### src/rtl/mar_gen_if.sv
// mar_gen_if: request/response bundle between the datapath and the memory
// address register. Control and data requests travel from master to slave.
// The registered address and status travel back from slave to master.
interface mar_gen_if #(
   parameter int ADDR_W = 4,
   parameter int BUS_W  = 8
);
   logic              HLT;
   logic              PRGM;
   logic [BUS_W-1:0]  PRGM_IN;
   logic              LD;
   logic [BUS_W-1:0]  BUS_IN;
   logic              INC;
   logic [ADDR_W-1:0] ADDR;
   logic              WRAP;
   logic              OOR;
   logic [1:0]        SRC;

   modport master (
      output HLT, PRGM, PRGM_IN, LD, BUS_IN, INC,
      input  ADDR, WRAP, OOR, SRC
   );

   modport slave (
      input  HLT, PRGM, PRGM_IN, LD, BUS_IN, INC,
      output ADDR, WRAP, OOR, SRC
   );
endinterface

### src/rtl/mar_gen.sv
// mar_gen: memory address register with three load sources.
// - The shared bus loads the register when LD is high.
// - The front-panel programmer loads it on a synchronised PRGM strobe, or
//   later from a pending latch if the computer is halted.
// - INC increments the address and wraps to 0 after LIMIT.
// Loads above LIMIT are rejected and flagged on the sticky OOR output.
// All outputs come straight from flops.
module mar_gen #(
   parameter int ADDR_W   = 4,
   parameter int BUS_W    = 8,
   parameter int ADDR_LSB = 0,
   parameter int LIMIT    = (1 << ADDR_W) - 1
) (
   input  logic        CLK,
   input  logic        RESET,
   mar_gen_if.slave    bus
);

   localparam logic [ADDR_W-1:0] LIMIT_V = LIMIT[ADDR_W-1:0];

   localparam logic [1:0] SRC_RESET = 2'b00;
   localparam logic [1:0] SRC_BUS   = 2'b01;
   localparam logic [1:0] SRC_PRGM  = 2'b10;
   localparam logic [1:0] SRC_INC   = 2'b11;

   typedef enum logic [0:0] {
      ST_RUN  = 1'b0,
      ST_PEND = 1'b1
   } state_t;

   // Address field extraction from a bus-width word
   function automatic logic [ADDR_W-1:0] fld(input logic [BUS_W-1:0] x);
      return x[ADDR_LSB +: ADDR_W];
   endfunction

   // A load value is acceptable only up to the configured upper limit
   function automatic logic in_range(input logic [ADDR_W-1:0] a);
      return (a <= LIMIT_V);
   endfunction

   state_t            state_r;
   logic              p_meta_r;
   logic              p_sync_r;
   logic              p_prev_r;
   logic [ADDR_W-1:0] addr_r;
   logic [1:0]        src_r;
   logic              wrap_r;
   logic              oor_r;

   logic              strobe_s;
   logic [ADDR_W-1:0] prgm_fld_s;
   logic [ADDR_W-1:0] bus_fld_s;

   // Rising-edge detect on the synchronised programmer strobe, plus field taps
   always_comb begin
      strobe_s   = p_sync_r & ~p_prev_r;
      prgm_fld_s = fld(bus.PRGM_IN);
      bus_fld_s  = fld(bus.BUS_IN);
   end

   // Two-flop synchroniser for PRGM followed by a delayed copy for edge detect
   always_ff @(posedge CLK or negedge RESET) begin
      if (!RESET) begin
         p_meta_r <= 1'b0;
         p_sync_r <= 1'b0;
         p_prev_r <= 1'b0;
      end else begin
         p_meta_r <= bus.PRGM;
         p_sync_r <= p_meta_r;
         p_prev_r <= p_sync_r;
      end
   end

   // Pending-load FSM and address/status registers.
   // Priority when running: programmer, then bus load, then increment.
   always_ff @(posedge CLK or negedge RESET) begin
      if (!RESET) begin
         state_r <= ST_RUN;
         addr_r  <= '0;
         src_r   <= SRC_RESET;
         wrap_r  <= 1'b0;
         oor_r   <= 1'b0;
      end else begin
         wrap_r <= 1'b0;
         if (bus.HLT) begin
            // Frozen: only remember that a programmer load is owed
            if (strobe_s) begin
               state_r <= ST_PEND;
            end else begin
               state_r <= state_r;
            end
         end else if (strobe_s || (state_r == ST_PEND)) begin
            // PRGM_IN is sampled now, so merged strobes use the latest data
            state_r <= ST_RUN;
            if (in_range(prgm_fld_s)) begin
               addr_r <= prgm_fld_s;
               src_r  <= SRC_PRGM;
               oor_r  <= 1'b0;
            end else begin
               oor_r  <= 1'b1;
            end
         end else if (bus.LD) begin
            state_r <= ST_RUN;
            if (in_range(bus_fld_s)) begin
               addr_r <= bus_fld_s;
               src_r  <= SRC_BUS;
               oor_r  <= 1'b0;
            end else begin
               oor_r  <= 1'b1;
            end
         end else if (bus.INC) begin
            state_r <= ST_RUN;
            src_r   <= SRC_INC;
            if (addr_r == LIMIT_V) begin
               addr_r <= '0;
               wrap_r <= 1'b1;
            end else begin
               addr_r <= addr_r + ADDR_W'(1);
            end
         end else begin
            state_r <= ST_RUN;
         end
      end
   end

   // Outputs are direct flop taps
   assign bus.ADDR = addr_r;
   assign bus.SRC  = src_r;
   assign bus.WRAP = wrap_r;
   assign bus.OOR  = oor_r;

endmodule

### src/flat_wrapper.sv
// flat-port wrapper written by rule: the top's interface ports become plain ports
module mar_gen_flat 
#(
   parameter int ADDR_W   = 4,
   parameter int BUS_W    = 8,
   parameter int ADDR_LSB = 0,
   parameter int LIMIT    = (1 << ADDR_W) - 1
)
  (CLK, RESET, bus_HLT, bus_PRGM, bus_PRGM_IN, bus_LD, bus_BUS_IN, bus_INC, bus_ADDR, bus_WRAP, bus_OOR, bus_SRC);
  mar_gen_if #(.ADDR_W(ADDR_W), .BUS_W(BUS_W)) bus_i ();
  input  logic CLK;
  input  logic RESET;
  input wire logic [$bits(bus_i.HLT)-1:0] bus_HLT;
  input wire logic [$bits(bus_i.PRGM)-1:0] bus_PRGM;
  input wire logic [$bits(bus_i.PRGM_IN)-1:0] bus_PRGM_IN;
  input wire logic [$bits(bus_i.LD)-1:0] bus_LD;
  input wire logic [$bits(bus_i.BUS_IN)-1:0] bus_BUS_IN;
  input wire logic [$bits(bus_i.INC)-1:0] bus_INC;
  output wire logic [$bits(bus_i.ADDR)-1:0] bus_ADDR;
  output wire logic [$bits(bus_i.WRAP)-1:0] bus_WRAP;
  output wire logic [$bits(bus_i.OOR)-1:0] bus_OOR;
  output wire logic [$bits(bus_i.SRC)-1:0] bus_SRC;
  assign bus_i.HLT = bus_HLT;
  assign bus_i.PRGM = bus_PRGM;
  assign bus_i.PRGM_IN = bus_PRGM_IN;
  assign bus_i.LD = bus_LD;
  assign bus_i.BUS_IN = bus_BUS_IN;
  assign bus_i.INC = bus_INC;
  assign bus_ADDR = bus_i.ADDR;
  assign bus_WRAP = bus_i.WRAP;
  assign bus_OOR = bus_i.OOR;
  assign bus_SRC = bus_i.SRC;
  mar_gen #(.ADDR_W(ADDR_W), .BUS_W(BUS_W), .ADDR_LSB(ADDR_LSB), .LIMIT(LIMIT)) u_core (.CLK(CLK), .RESET(RESET), .bus(bus_i));
endmodule
### config.mk
export PLATFORM = sky130hd
export DESIGN_NAME = mar_gen_flat
export DESIGN_NICKNAME = d
export VERILOG_FILES = /design/src/rtl/mar_gen_if.sv /design/src/rtl/mar_gen.sv /design/src/flat_wrapper.sv
export SDC_FILE = /design/constraint.sdc
export NUM_CORES = 1
export LEC_CHECK = 0
export ABC_AREA = 1
export CAP_MARGIN = 20
export CORE_MARGIN = 10
export CORE_UTILIZATION = 37
export DETAILED_ROUTE_END_ITERATION = 8
export PLACE_DENSITY = 0.73
export SYNTH_ARGS = -nofsm -noshare
export SYNTH_HDL_FRONTEND = slang
export SYNTH_SLANG_ARGS = --single-unit
export TNS_END_PERCENT = 20
### constraint.sdc
create_clock -name CLK -period 1.2 [get_ports CLK]
set_input_delay 0.24 -clock CLK [delete_from_list [all_inputs] [get_ports CLK]]
set_output_delay 0.24 -clock CLK [all_outputs]
set_load 0.1 [all_outputs]
==> impl_metrics.py, run 1 <==
metrics = {
    "worst_setup_path": {
        "cp.required_ps": 960,
        "ff2ff_path_depth": 6,
        "r2r-start": "u_core.bus.ADDR[1]$_DFFE_PN0P_",
        "critPathLaunchType": "flip-flop",
        "cp_max_fo": 2,
        "crit_type": "reg2out",
        "setup.worst_path.end_class": "primary output",
        "arrival_ps": 1040,
        "r2r_slack_ps": -40,
        "rr_endpoint": "u_core.bus.ADDR[1]$_DFFE_PN0P_",
    },
    "sta": {
        "finalCritPeriodShare_pct": 107,
        "hold_viol_final": 0,
        "fin_crit_ps": 1280,
        "fmax_mhz": 779,
        "setup_viol": 4,
        "holdWs_ps": 245,
        "timing.final.max_slew_violations": 0,
        "skew_ps": 5.87,
        "rsz0062_at_grt": "true",
        "worst_slack_ps": -84.2,
    },
    "synthesis": {
        "synthAdderAreaFrac_pct": 2.17,
        "muxShareOfSynthArea_pct": 0,
        "yosysUniqueCellTypes": 18,
        "async_flop_share_pct": 100,
        "synth_area_leaders": "dfrtp_1 48%, nand2_1 15%, nand3_1 7.8%",
        "synth_edf_count": 0,
        "yosysTopAreaCell": "dfrtp_1",
        "synth_area_per_cell_um2": 7.59,
        "synth_top_family_by_area": "simple AND/OR/NAND/NOR gates",
        "synth_seq_cells": 11,
        "synthSimpleGateAreaFrac_pct": 36.0,
        "yosys_warnings": 0,
        "synth_nets": 99,
        "synth_ff_type": "dfrtp_1",
        "synth_compound_gate_area_share_pct": 4.99,
        "seq_area_frac_synth_pct": 47.7,
        "synth_xor_area_share_pct": 0,
        "syn_area_um2": 577,
        "synth_top_area_share_pct": 47.7,
        "synthCells": 76,
    },
    "clocking": {
        "cts.sinks": 11,
        "cts.clk_slew.worst_paths_ps": 80,
        "cts-root-buf": "clkbuf_4",
        "cts_tree": "yes",
        "insertion_delay_ps": 270,
        "hold_buffers": 0,
        "htree_num_levels": 1,
        "cts_buffers": 3,
        "cts_max_path_buffers": 2,
    },
    "status": {
        "violations": "setup timing",
        "status": "finished, violations left",
    },
    "routing": {
        "route.detailed.drc": 0,
        "routed_wl_um": 1590,
        "via_count": 582,
        "drt_iter0_markers": 22,
        "drt_first_pass_iters": 4,
        "viasPerCell": 4.73,
        "post_drt_wl_per_cell_um": 12.9,
        "drtAntennaViolNets": 0,
    },
    "floorplanning": {
        "fp-row-count": 14,
        "initial_core_util_pct": 38.7,
        "die_w_um": 59.5,
        "pin_count": 30,
        "dieArea_um2": 3540,
        "core_um2": 1490,
        "dieHeight_um": 59.5,
    },
    "global_routing": {
        "antenna_found_initial": 0,
        "grt_util_all_layers_pct": 9.08,
        "grt_pass1_vias": 563,
        "grt_max_degree": 12,
        "grt_pass1_wl_um": 2540,
        "gr-total-overflow": 0,
    },
    "job": {
        "cap_viol_max_count": 0,
    },
    "final_layout": {
        "nets": 131,
        "layout_commonest_cell": "nand2_1",
        "fillerInstances": 117,
        "antenna_cells": 0,
        "area_growth_pct": 73.5,
        "drive_gt1_share_pct": 29.9,
        "fin_cells": 123,
        "layout_common_cells": "23 x nand2_1, 13 x clkdlybuf4s50_1, 10 x inv_1, 8 x nand3_1",
    },
    "pwr": {
        "power_w": 0.00149,
        "p_per_area_nw_per_um2": 1480,
        "peakVddDrop_v": 0.000960,
        "power_leakage_nw": 0.486,
    },
    "hold_path": {
        "hold_class": "in2async",
    },
    "place": {
        "dp_hpwl_um": 1220,
        "gp_congestion": 0.821,
        "place_inst": 115,
        "portBuffers": 20,
    },
}
[report_power, final]
part | internal (W) | switching (W) | total (W)
logic | 0.000308 | 0.000437 | 0.000744
clock network | 0.000123 | 0.000145 | 0.000268
registers | 0.000422 | 0.0000514 | 0.000473
[state kept, by name (all words and copies together) (netlist names)]
signal and flops:
u_core.state_r 1, u_core.p_meta_r 1, u_core.bus.WRAP 1, u_core.bus.SRC 2, u_core.p_prev_r 1, u_core.bus.ADDR 4
u_core.p_sync_r 1
[worst max-delay path: stages, from the launching register on]
cell and delay (ps):
dfrtp_4 490, buf_6 130, buf_12 150
[area by class of cell]
| type | count | area, um2 | share of cell area (%) |
|---|---|---|---|
| repair buffers | 28 | 345 | 34.5 |
| flip-flops and latches | 11 | 285 | 28.5 |
| multi-input cells | 53 | 282 | 28.1 |
| inverters | 11 | 41.3 | 4.13 |
| clock buffers | 3 | 22.5 | 2.25 |
| well taps | 16 | 20.0 | 2.00 |
| clock inverters | 1 | 5.00 | 0.500 |
[routing by layer]
metal	share of wire, %	wire length [um]	track usage, %
met5	0	0	0
met4	0.50	8	1.97
met3	6.0	95	3.86
met2	50	801	14.4
met1	43	685	11.0
[worst max-delay path by stage]
stage,cells after the start,start,endpoint,slack (ps)
final,2,u_core.bus.ADDR[1]$_DFFE_PN0P_,bus_ADDR[1],-80
after global routing,2,u_core.bus.ADDR[0]$_DFFE_PN0P_,bus_ADDR[0],-100
after CTS,6,u_core.bus.ADDR[1]$_DFFE_PN0P_,u_core.bus.ADDR[1]$_DFFE_PN0P_,-80
after detailed placement,7,bus_LD,u_core.bus.ADDR[1]$_DFFE_PN0P_,-230
after global placement,7,bus_LD,u_core.bus.ADDR[1]$_DFFE_PN0P_,-180
after floorplan,8,u_core.bus.ADDR[0]$_DFFE_PN0P_,u_core.bus.ADDR[3]$_DFFE_PN0P_,-90
[cells by family (layout without fill, tap and decap cells)]
| family | count (synthesis) | count (layout) |
|---|---|---|
| other cells | 1 | 1 |
| flops | 11 | 11 |
| simple gates | 46 | 46 |
| fa+ha+maj | 1 | 1 |
| buf+inv | 12 | 43 |
| compound gates | 5 | 5 |
[Yosys cell counts (3+ instances only)]
cell / number
nor2_1: 8
o21ai_0: 3
inv_1: 10
dfrtp_1: 11
nand3_1: 9
nand2_1: 23
[timing repair]
action / CTS / global route
setup endpoints to repair: 2 / 7
setup buffers: 4 / 0
pin swaps: 3 / 1
resized for setup: 2 / 5
[stage by stage]
| stage | setup TNS, ps | worst slack, ps | utilization [%] | area, um2 |
|---|---|---|---|---|
| floorplan | -296 | -89.9 | - | 604 |
| global placement | -850 | -177 | 61.6 | 917 |
| detailed placement | -1100 | -227 | 61.6 | 917 |
| CTS | -266 | -81.4 | 66.0 | 982 |
| global route | -468 | -104 | 67.2 | 1000 |
| finish | -225 | -84.2 | 67.2 | 1000 |
Power figures use the tool's default switching activity.
==> run 2: changes to the inputs <==
- CAP_MARGIN: 20 -> default
- clock period: 1.2 -> 1.32 ns (I/O delays scaled with it)
==> impl_metrics.py, run 2 (synthesis results as in run 1) <==
metrics = {
    "worst_setup_path": {
        "cp_max_fo": 6,
        "arrival_ps": 1010,
        "cp.required_ps": 1060,
        "path_cells": "buf_12",
        "crit_type": "reg2out",
        "r2r_slack_ps": 80,
        "path_buf_inv": 1,
        "crit_slowest_cell": "dfrtp_4",
        "setup.worst_path.end_class": "primary output",
        "critPathLaunchType": "flip-flop",
        "cpPeakStageDelay_ps": 530,
        "cp_top_family": "flip-flops",
    },
    "pwr": {
        "power.switching_w": 0.000543,
        "peakVddDrop_v": 0.000887,
        "switching_share_pct": 43.2,
        "combPwrFrac_pct": 44.8,
        "pwr-share-seq_pct": 35.7,
        "p_int_w": 0.000713,
        "pwr-share-clk_pct": 19.5,
        "power_leakage_nw": 0.447,
        "p_per_area_nw_per_um2": 1360,
    },
    "clocking": {
        "insertion_delay_ps": 280,
        "cts.sinks": 11,
        "htree_num_levels": 1,
        "cts.clk_slew.worst_paths_ps": 80,
        "cts-root-buf": "clkbuf_4",
        "cts_max_path_buffers": 2,
        "ctsResizeCount": 0,
        "cts_setup_buffers": 0,
        "cts_tree": "yes",
        "hold_buffers": 0,
        "cts_buffers": 3,
    },
    "sta": {
        "hold_viol_final": 0,
        "skew_ps": 6.81,
        "setup_tns_ps": 0,
        "setup_viol": 0,
        "rsz0062_at_grt": "false",
        "fin_crit_ps": 1270,
        "worst_slack_ps": 46.8,
        "finalCritPeriodShare_pct": 96.5,
        "timing.final.max_slew_violations": 0,
        "fmax_mhz": 785,
    },
    "final_layout": {
        "area_growth_pct": 60.1,
        "final_cell_area_um2": 923,
        "antenna_cells": 0,
        "layout_commonest_cell": "nand2_1",
        "fin_util_pct": 62.0,
        "fillerInstances": 125,
        "largest_reg_flops": 4,
        "seqCellArea_um2": 285,
        "fin_cells": 117,
        "drive_gt1_share_pct": 21.8,
        "multiInputGateArea_um2": 265,
        "layout_common_cells": "23 x nand2_1, 13 x clkdlybuf4s50_1, 10 x inv_1, 9 x nand3_1, 8 x nor2_1",
        "nets": 125,
    },
    "place": {
        "gp_congestion": 0.846,
        "place_inst": 113,
        "portBuffers": 20,
        "place_area_um2": 897,
        "dp_slack_ps": -124,
        "dp_hpwl_um": 1280,
    },
    "floorplanning": {
        "fp-row-count": 14,
        "initial_core_util_pct": 38.7,
        "core_um2": 1490,
        "pin_count": 30,
        "die_w_um": 59.5,
        "dieHeight_um": 59.5,
        "dieArea_um2": 3540,
    },
    "routing": {
        "drt_first_pass_iters": 4,
        "routed_wl_um": 1570,
        "route.detailed.drc": 0,
        "via_count": 574,
        "viasPerCell": 4.91,
        "drt_iter0_markers": 5,
        "drtAntennaViolNets": 0,
        "post_drt_wl_per_cell_um": 13.4,
    },
    "global_routing": {
        "antenna_found_initial": 0,
        "gr-total-overflow": 0,
        "grt_util_all_layers_pct": 9.87,
        "grt_pass1_vias": 601,
        "grt_max_degree": 12,
        "grt_pass1_wl_um": 2640,
    },
    "job": {
        "cap_viol_max_count": 0,
    },
    "status": {
        "status": "finished clean",
    },
    "hold_path": {
        "hold_class": "in2async",
    },
}
-- run 2: layout make-up --
| class | count | share of cell area [%] |
|---|---|---|
| Clock buffer | 4 | 2.85 |
| Inverter | 11 | 4.47 |
| Multi-Input combinational cell | 53 | 28.7 |
| Sequential cell | 11 | 30.9 |
| Tap cell | 16 | 2.17 |
| Timing Repair Buffer | 22 | 30.9 |
-- run 2: power groups by stage --
| stage | clock [W] | combinational [W] | sequential [W] |
|---|---|---|---|
| detailed placement | 0 | 0.000567 | 0.000456 |
| global placement | 0 | 0.000557 | 0.000454 |
| floorplan | 0 | 0.000129 | 0.000657 |
| finish | 0.000245 | 0.000563 | 0.000449 |
| CTS | 0.000251 | 0.000568 | 0.000450 |
| global route | 0.000255 | 0.000601 | 0.000456 |
-- run 2: final timing paths --
check	startpoint	end	cells past startpoint
worst max-delay path	u_core.bus.ADDR[0]$_DFFE_PN0P_	bus_ADDR[0]	1
worst min-delay path	RESET	u_core.bus.ADDR[1]$_DFFE_PN0P_	2
worst max register to register	u_core.bus.ADDR[0]$_DFFE_PN0P_	u_core.bus.ADDR[1]$_DFFE_PN0P_	5
worst min register to register	u_core.p_meta_r$_DFF_PN0_	u_core.p_sync_r$_DFF_PN0_	0
max in group asynchronous	RESET	u_core.bus.ADDR[3]$_DFFE_PN0P_	2
min in group CLK	u_core.p_meta_r$_DFF_PN0_	u_core.p_sync_r$_DFF_PN0_	0
-- run 2: per-stage QoR --
stage          power (W)  hold WS, ps
6_report         0.00126          262
5_1_grt          0.00131          273
4_1_cts          0.00127          263
3_5_place_dp     0.00102          343
3_3_place_gp     0.00101          335
2_1_floorplan   0.000785        -31.6
-- run 2: routing by layer --
layer | global-route usage [%] | routed length, um | vias up
met1 | 9.59 | 611 | 262
li1 | - | - | 287
met2 | 15.2 | 737 | 18
met5 | 0 | 0 | -
met4 | 8.85 | 74 | 0
met3 | 4.72 | 148 | 7
